[src/rtl/bp_train_scheduler.sv]
// bp_train_scheduler: shares one perceptron datapath between fetch predictions and in-order commit training.
// Ports: clk/rst (async, active-high); pred_* fetch request/grant/response; resolve_* commit outcome and
// resolve_err; flush drops in-flight entries; occupancy; bp_* drive and observe the predictor.
module bp_train_scheduler #(
  parameter int DEPTH = 8,
  parameter int TAG_W = $clog2(DEPTH)
) (
  input  logic             clk,
  input  logic             rst,
  input  logic             pred_req,
  input  logic [31:0]      pred_pc,
  output logic             pred_gnt,
  output logic [TAG_W-1:0] pred_tag,
  output logic             pred_resp_valid,
  output logic             pred_resp_taken,
  output logic [TAG_W-1:0] pred_resp_tag,
  input  logic             resolve_valid,
  input  logic [TAG_W-1:0] resolve_tag,
  input  logic             resolve_taken,
  output logic             resolve_err,
  input  logic             flush,
  output logic [TAG_W:0]   occupancy,
  output logic [31:0]      bp_pc,
  output logic             bp_predict_en,
  input  logic             bp_prediction,
  input  logic             bp_prediction_valid,
  output logic             bp_train_en,
  output logic [31:0]      bp_train_pc,
  output logic             bp_actual_taken,
  output logic             bp_hist_upd_en,
  output logic             bp_branch_taken
);
  typedef enum logic [1:0] {IDLE, PRED, TRAIN_RD} state_t;
  state_t state_q, state_d;
  logic [TAG_W:0] head_q, head_d, tail_q, tail_d;
  logic [31:0] pc_q [DEPTH];
  logic [31:0] pc_d [DEPTH];
  logic [DEPTH-1:0] ptk_q, ptk_d, res_q, res_d, act_q, act_d;
  logic [31:0] tr_pc_q, tr_pc_d;
  logic tr_act_q, tr_act_d, skip_q, skip_d, err_q, err_d;
  logic [TAG_W-1:0] ptag_q, ptag_d, hidx, tidx, rel;
  logic full, rvalid, rok, pop, gnt, pdone, tdone;
  always_comb begin
    hidx = head_q[TAG_W-1:0];
    tidx = tail_q[TAG_W-1:0];
    occupancy = tail_q - head_q;
    full = (hidx == tidx) && (head_q[TAG_W] != tail_q[TAG_W]);
    rel = resolve_tag - hidx;
    rvalid = {1'b0, rel} < occupancy;
    rok = rvalid && !res_q[resolve_tag];
    pop = (state_q == IDLE) && (occupancy != '0) && res_q[hidx];
    gnt = (state_q == IDLE) && !pop && pred_req && !full;
    pdone = (state_q == PRED) && bp_prediction_valid;
    tdone = (state_q == TRAIN_RD) && bp_prediction_valid;
    pred_gnt = gnt;
    pred_tag = gnt ? tidx : '0;
    bp_predict_en = pop || gnt;
    bp_pc = pop ? pc_q[hidx] : (gnt ? pred_pc : 32'd0);
    pred_resp_valid = pdone;
    pred_resp_taken = pdone && bp_prediction;
    pred_resp_tag = pdone ? ptag_q : '0;
    bp_train_en = tdone;
    bp_train_pc = tdone ? tr_pc_q : 32'd0;
    bp_actual_taken = tdone && tr_act_q;
    bp_hist_upd_en = tdone;
    bp_branch_taken = tdone && tr_act_q;
    resolve_err = err_q;
    state_d = pop ? TRAIN_RD : (gnt ? PRED : ((pdone || tdone) ? IDLE : state_q));
    head_d = head_q + (TAG_W+1)'(pop);
    // flush wins over a same-cycle grant, so the new tail is the post-pop head
    tail_d = flush ? head_d : tail_q + (TAG_W+1)'(gnt);
    pc_d = pc_q;
    ptk_d = ptk_q;
    res_d = res_q;
    act_d = act_q;
    if (gnt) begin
      pc_d[tidx] = pred_pc;
      res_d[tidx] = 1'b0;
    end
    if (pdone && !skip_q && !flush) ptk_d[ptag_q] = bp_prediction;
    if (resolve_valid && rok) begin
      res_d[resolve_tag] = 1'b1;
      act_d[resolve_tag] = resolve_taken;
    end
    err_d = resolve_valid && !rok;
    tr_pc_d = pop ? pc_q[hidx] : tr_pc_q;
    tr_act_d = pop ? act_q[hidx] : tr_act_q;
    ptag_d = gnt ? tidx : ptag_q;
    // a flush seen at grant or during the wait invalidates the pending entry
    skip_d = gnt ? flush : (skip_q || flush);
  end
  always_ff @(posedge clk or posedge rst) begin
    if (rst) begin
      state_q <= IDLE;
      head_q <= '0;
      tail_q <= '0;
      for (int i = 0; i < DEPTH; i++) pc_q[i] <= '0;
      ptk_q <= '0;
      res_q <= '0;
      act_q <= '0;
      tr_pc_q <= '0;
      tr_act_q <= 1'b0;
      ptag_q <= '0;
      skip_q <= 1'b0;
      err_q <= 1'b0;
    end else begin
      state_q <= state_d;
      head_q <= head_d;
      tail_q <= tail_d;
      pc_q <= pc_d;
      ptk_q <= ptk_d;
      res_q <= res_d;
      act_q <= act_d;
      tr_pc_q <= tr_pc_d;
      tr_act_q <= tr_act_d;
      ptag_q <= ptag_d;
      skip_q <= skip_d;
      err_q <= err_d;
    end
  end
endmodule

[config.mk]
export PLATFORM = sky130hd
export DESIGN_NAME = bp_train_scheduler
export DESIGN_NICKNAME = d
export VERILOG_FILES = /design/src/rtl/bp_train_scheduler.sv
export SDC_FILE = /design/constraint.sdc
export NUM_CORES = 1
export LEC_CHECK = 0
export ABC_AREA = 1
export BUFFER_PORTS_ARGS = -buffer_cell sky130_fd_sc_hd__buf_2
export CAP_MARGIN = 20
export CORE_UTILIZATION = 50
export CTS_CLUSTER_SIZE = 8
export DETAILED_ROUTE_END_ITERATION = 16
export PLACE_DENSITY = 0.79
export SLEW_MARGIN = 10
export SYNTH_ARGS = -nofsm -noshare
export SYNTH_HDL_FRONTEND = slang
export SYNTH_SLANG_ARGS = --single-unit
export TNS_END_PERCENT = 10
[constraint.sdc]
create_clock -name clk -period 14.6 [get_ports clk]
set_input_delay 0.73 -clock clk [delete_from_list [all_inputs] [get_ports clk]]
set_output_delay 0.73 -clock clk [all_outputs]
set_load 0.01 [all_outputs]
==> flow_summary.ini <==
[synth]
syn_nets = 2206
synth_edf_count = 0
netlist_area_um2 = 16200
synth_top_cell_by_area = dfrtp_1
synth.top_cells.by_count = 800 x nand2_1, 319 x dfrtp_1, 272 x nand4_1
ys_ff_latch = 319
avgSynthCellArea_um2 = 7.54
ys_types = 24
ys.flop_type = dfrtp_1
yosysMostFrequentCell = nand2_1
yosysSeqAreaShare = 0.492
synth_cells = 2151
yosys.area.top_type_share = 0.492
yosys_warnings = 0
async_reset_ff_frac = 1.00
ys_top_cells_by_area = dfrtp_1 49%, nand2_1 19%, nand4_1 10%, o21ai_0 5.4%, nor2_1 4.3%

[timing]
rsz0062_at_grt = no
fin_crit_sh = 0.422
worst_slack_ns = 8.44
slew_viol_final = 0
fin_setup_tns_ns = 0
fmax_mhz = 162
holdWs_ns = 0.316
finalHoldViolCount = 0
slew_headroom = 0.235
final.min_clock_period_ns = 6.16
worst_slew_pin_slew_ns = 1.15
setup_viol = 0
skew_ns = 0.0224

[grt]
use_met3 = 0.0459
grtUsageMet2 = 0.478
grt_pass1_wl_mm = 79.9
grt_usage = 0.298
grt_antenna_before_repair = 0
grt_use_met1 = 0.414
grt_pass1_vias = 14900
overflow = 0
grt_max_degree = 205
grt_most_used_layer = met2

[setup_path]
crit_fanout = 80
cp.arrival_ns = 5.43
cpPeakStageDelay_ns = 0.86
critical-path-top-delay-family = buffers and inverters
cp.buffers_inverters = 6
cp-end-kind = primary output
crit_required_ns = 13.87
startpoint_type = register
crit_slowest_cell = inv_2
path_cells = buf_4 -> clkinv_1 -> buf_4 -> ha_1 -> a21oi_1 -> nand3_1 -> nand3_1 -> nand3_4 -> inv_2 -> buf_12 -> nand2_1 -> nand2_1 -> buf_2
critPathKind = reg -> out

[placed_design]
place.gp.congestion = 0.871
port_buffers = 125
dp_hpwl_mm = 26.3
dp_slack_ns = 8.80

[detailed_routing]
vias = 15600
final_antenna_net_count = 0
wl_per_cell_um = 19.1
wl_mm = 48.7
dr.pass1.iters = 6
drt-initial-drc-count = 1827
routed_via_density = 6.10
drc = 0

[status]
outcome = complete, no violations

[cts]
cts_buffer_depth = 3
cts_resized = 0
cts_tree = yes
h-tree-depth = 2
clk_latency_ns = 0.56
cts_setup_buffers = 0
cts-buffers-inserted = 46
postCtsHoldBufs = 0
clock-sinks = 319
cts.clk_slew.worst_paths_ns = 0.05
cts_root_buffer = clkbuf_16

[pwr]
switching_share = 0.456
ir_drop_v = 0.000216
power.net_switching_mw = 1.94
seq_power_share = 0.330
cellPowerDensity_nw_per_um2 = 236
power.share.clock = 0.222
combinationalPowerShare = 0.448
finalPower_mw = 4.26
power.internal_mw = 2.32
cellLeakagePower_nw = 9.57

[layout]
diodes = 0
drive_gt1_frac = 0.105
fill_cells = 2901
syn_to_final_growth_pct = 11.2
nets = 2200
finish.utilization = 0.569

[hold_path]
worstHoldPathType = in -> async

[floorplan]
fp-row-count = 65
die_y_um = 182
coreArea_um2 = 31700
io_pins = 126
start_util = 0.512
dieArea_um2 = 33200
die_w_um = 182

[flow_run]
drv_cap = 0
## path summary, 6_finish.rpt
path | from | to | slack, ns | cells past startpoint
worst max-delay path | head_q[2]$_DFF_PP0_ | bp_pc[9] | 8.44 | 13
worst min-delay path | rst | tail_q[2]$_DFF_PP0_ | 0.32 | 2
worst max register to register | head_q[2]$_DFF_PP0_ | pc_q[85]$_DFFE_PP0P_ | 8.78 | 14
worst min register to register | pc_q[45]$_DFFE_PP0P_ | pc_q[45]$_DFFE_PP0P_ | 0.46 | 2
max in group asynchronous | rst | pc_q[241]$_DFFE_PP0P_ | 12.70 | 3
min in group clk | flush | tail_q[1]$_DFF_PP0_ | 0.46 | 2
## logic make-up after synthesis
| group | share of synthesized area |
|---|---|
| AO/OA/AOI/OAI | 0.0817 |
| XOR/XNOR | 0.00324 |
| adder cells (fa/ha/maj) | 0.0102 |
| buffers and inverters | 0.0694 |
| flip-flops | 0.492 |
| multiplexers | 0.000694 |
| AND/OR/NAND/NOR | 0.343 |
## area by class of cell
cell class	instances	area (um2)	share of cell area
Sequential cell	319	7990	0.443
Inverter	70	272	0.0151
Clock inverter	5	71.3	0.00395
Clock buffer	48	1160	0.0642
Multi-Input combinational cell	1553	7150	0.397
Timing Repair Buffer	155	888	0.0493
Tap cell	402	503	0.0279
## metal layers
metal  up-vias  routed length, um
met4         0               1270
met2       818              22900
met5         -                  0
li1       7116                  -
met1      7526              20200
met3       118               4280
## power by group through the flow
stage                     Clock [mW]  Combinational [mW]  Sequential, mW
after detailed placement           0                1.87            1.41
after CTS                      0.951                1.88            1.40
after global placement             0                1.82            1.40
after global routing           0.987                2.13            1.44
after floorplan                    0                1.37            1.35
final                          0.945                1.91            1.41
## layout by cell type, fill, tap and decap left out, types with 2 or more instances in the layout
master	synthesis	layout
buf_4	4	27
a21oi_1	2	2
nand4_1	272	272
nor2_1	187	179
ha_1	10	10
nor3_1	10	10
buf_2	51	125
buf_12	0	3
dfrtp_1	319	317
o21ai_0	176	176
o221ai_1	2	2
nand3_1	19	19
nand2_1	800	800
fa_1	2	2
inv_2	4	4
clkbuf_1	143	2
o22ai_1	64	64
xnor2_1	2	2
clkinv_2	0	2
clkinv_1	2	2
nor2_2	0	8
xor2_1	4	4
clkbuf_16	0	46
inv_1	64	62
## sequential cells by signal, indices dropped and copies added, names as in the netlist
name         count
state_q          2
tr_pc_q         32
ptag_q           3
pc_q           256
resolve_err      1
tail_q           4
res_q            8
act_q            8
tr_act_q         1
head_q           4
## stage by stage
step / std cells / area (um2)
floorplan: 2151 / 16200
global placement: 2498 / 16800
detailed placement: 2498 / 16800
CTS: 2551 / 18000
global route: 2552 / 18000
finish: 2552 / 18000
Power figures use the tool's default switching activity.
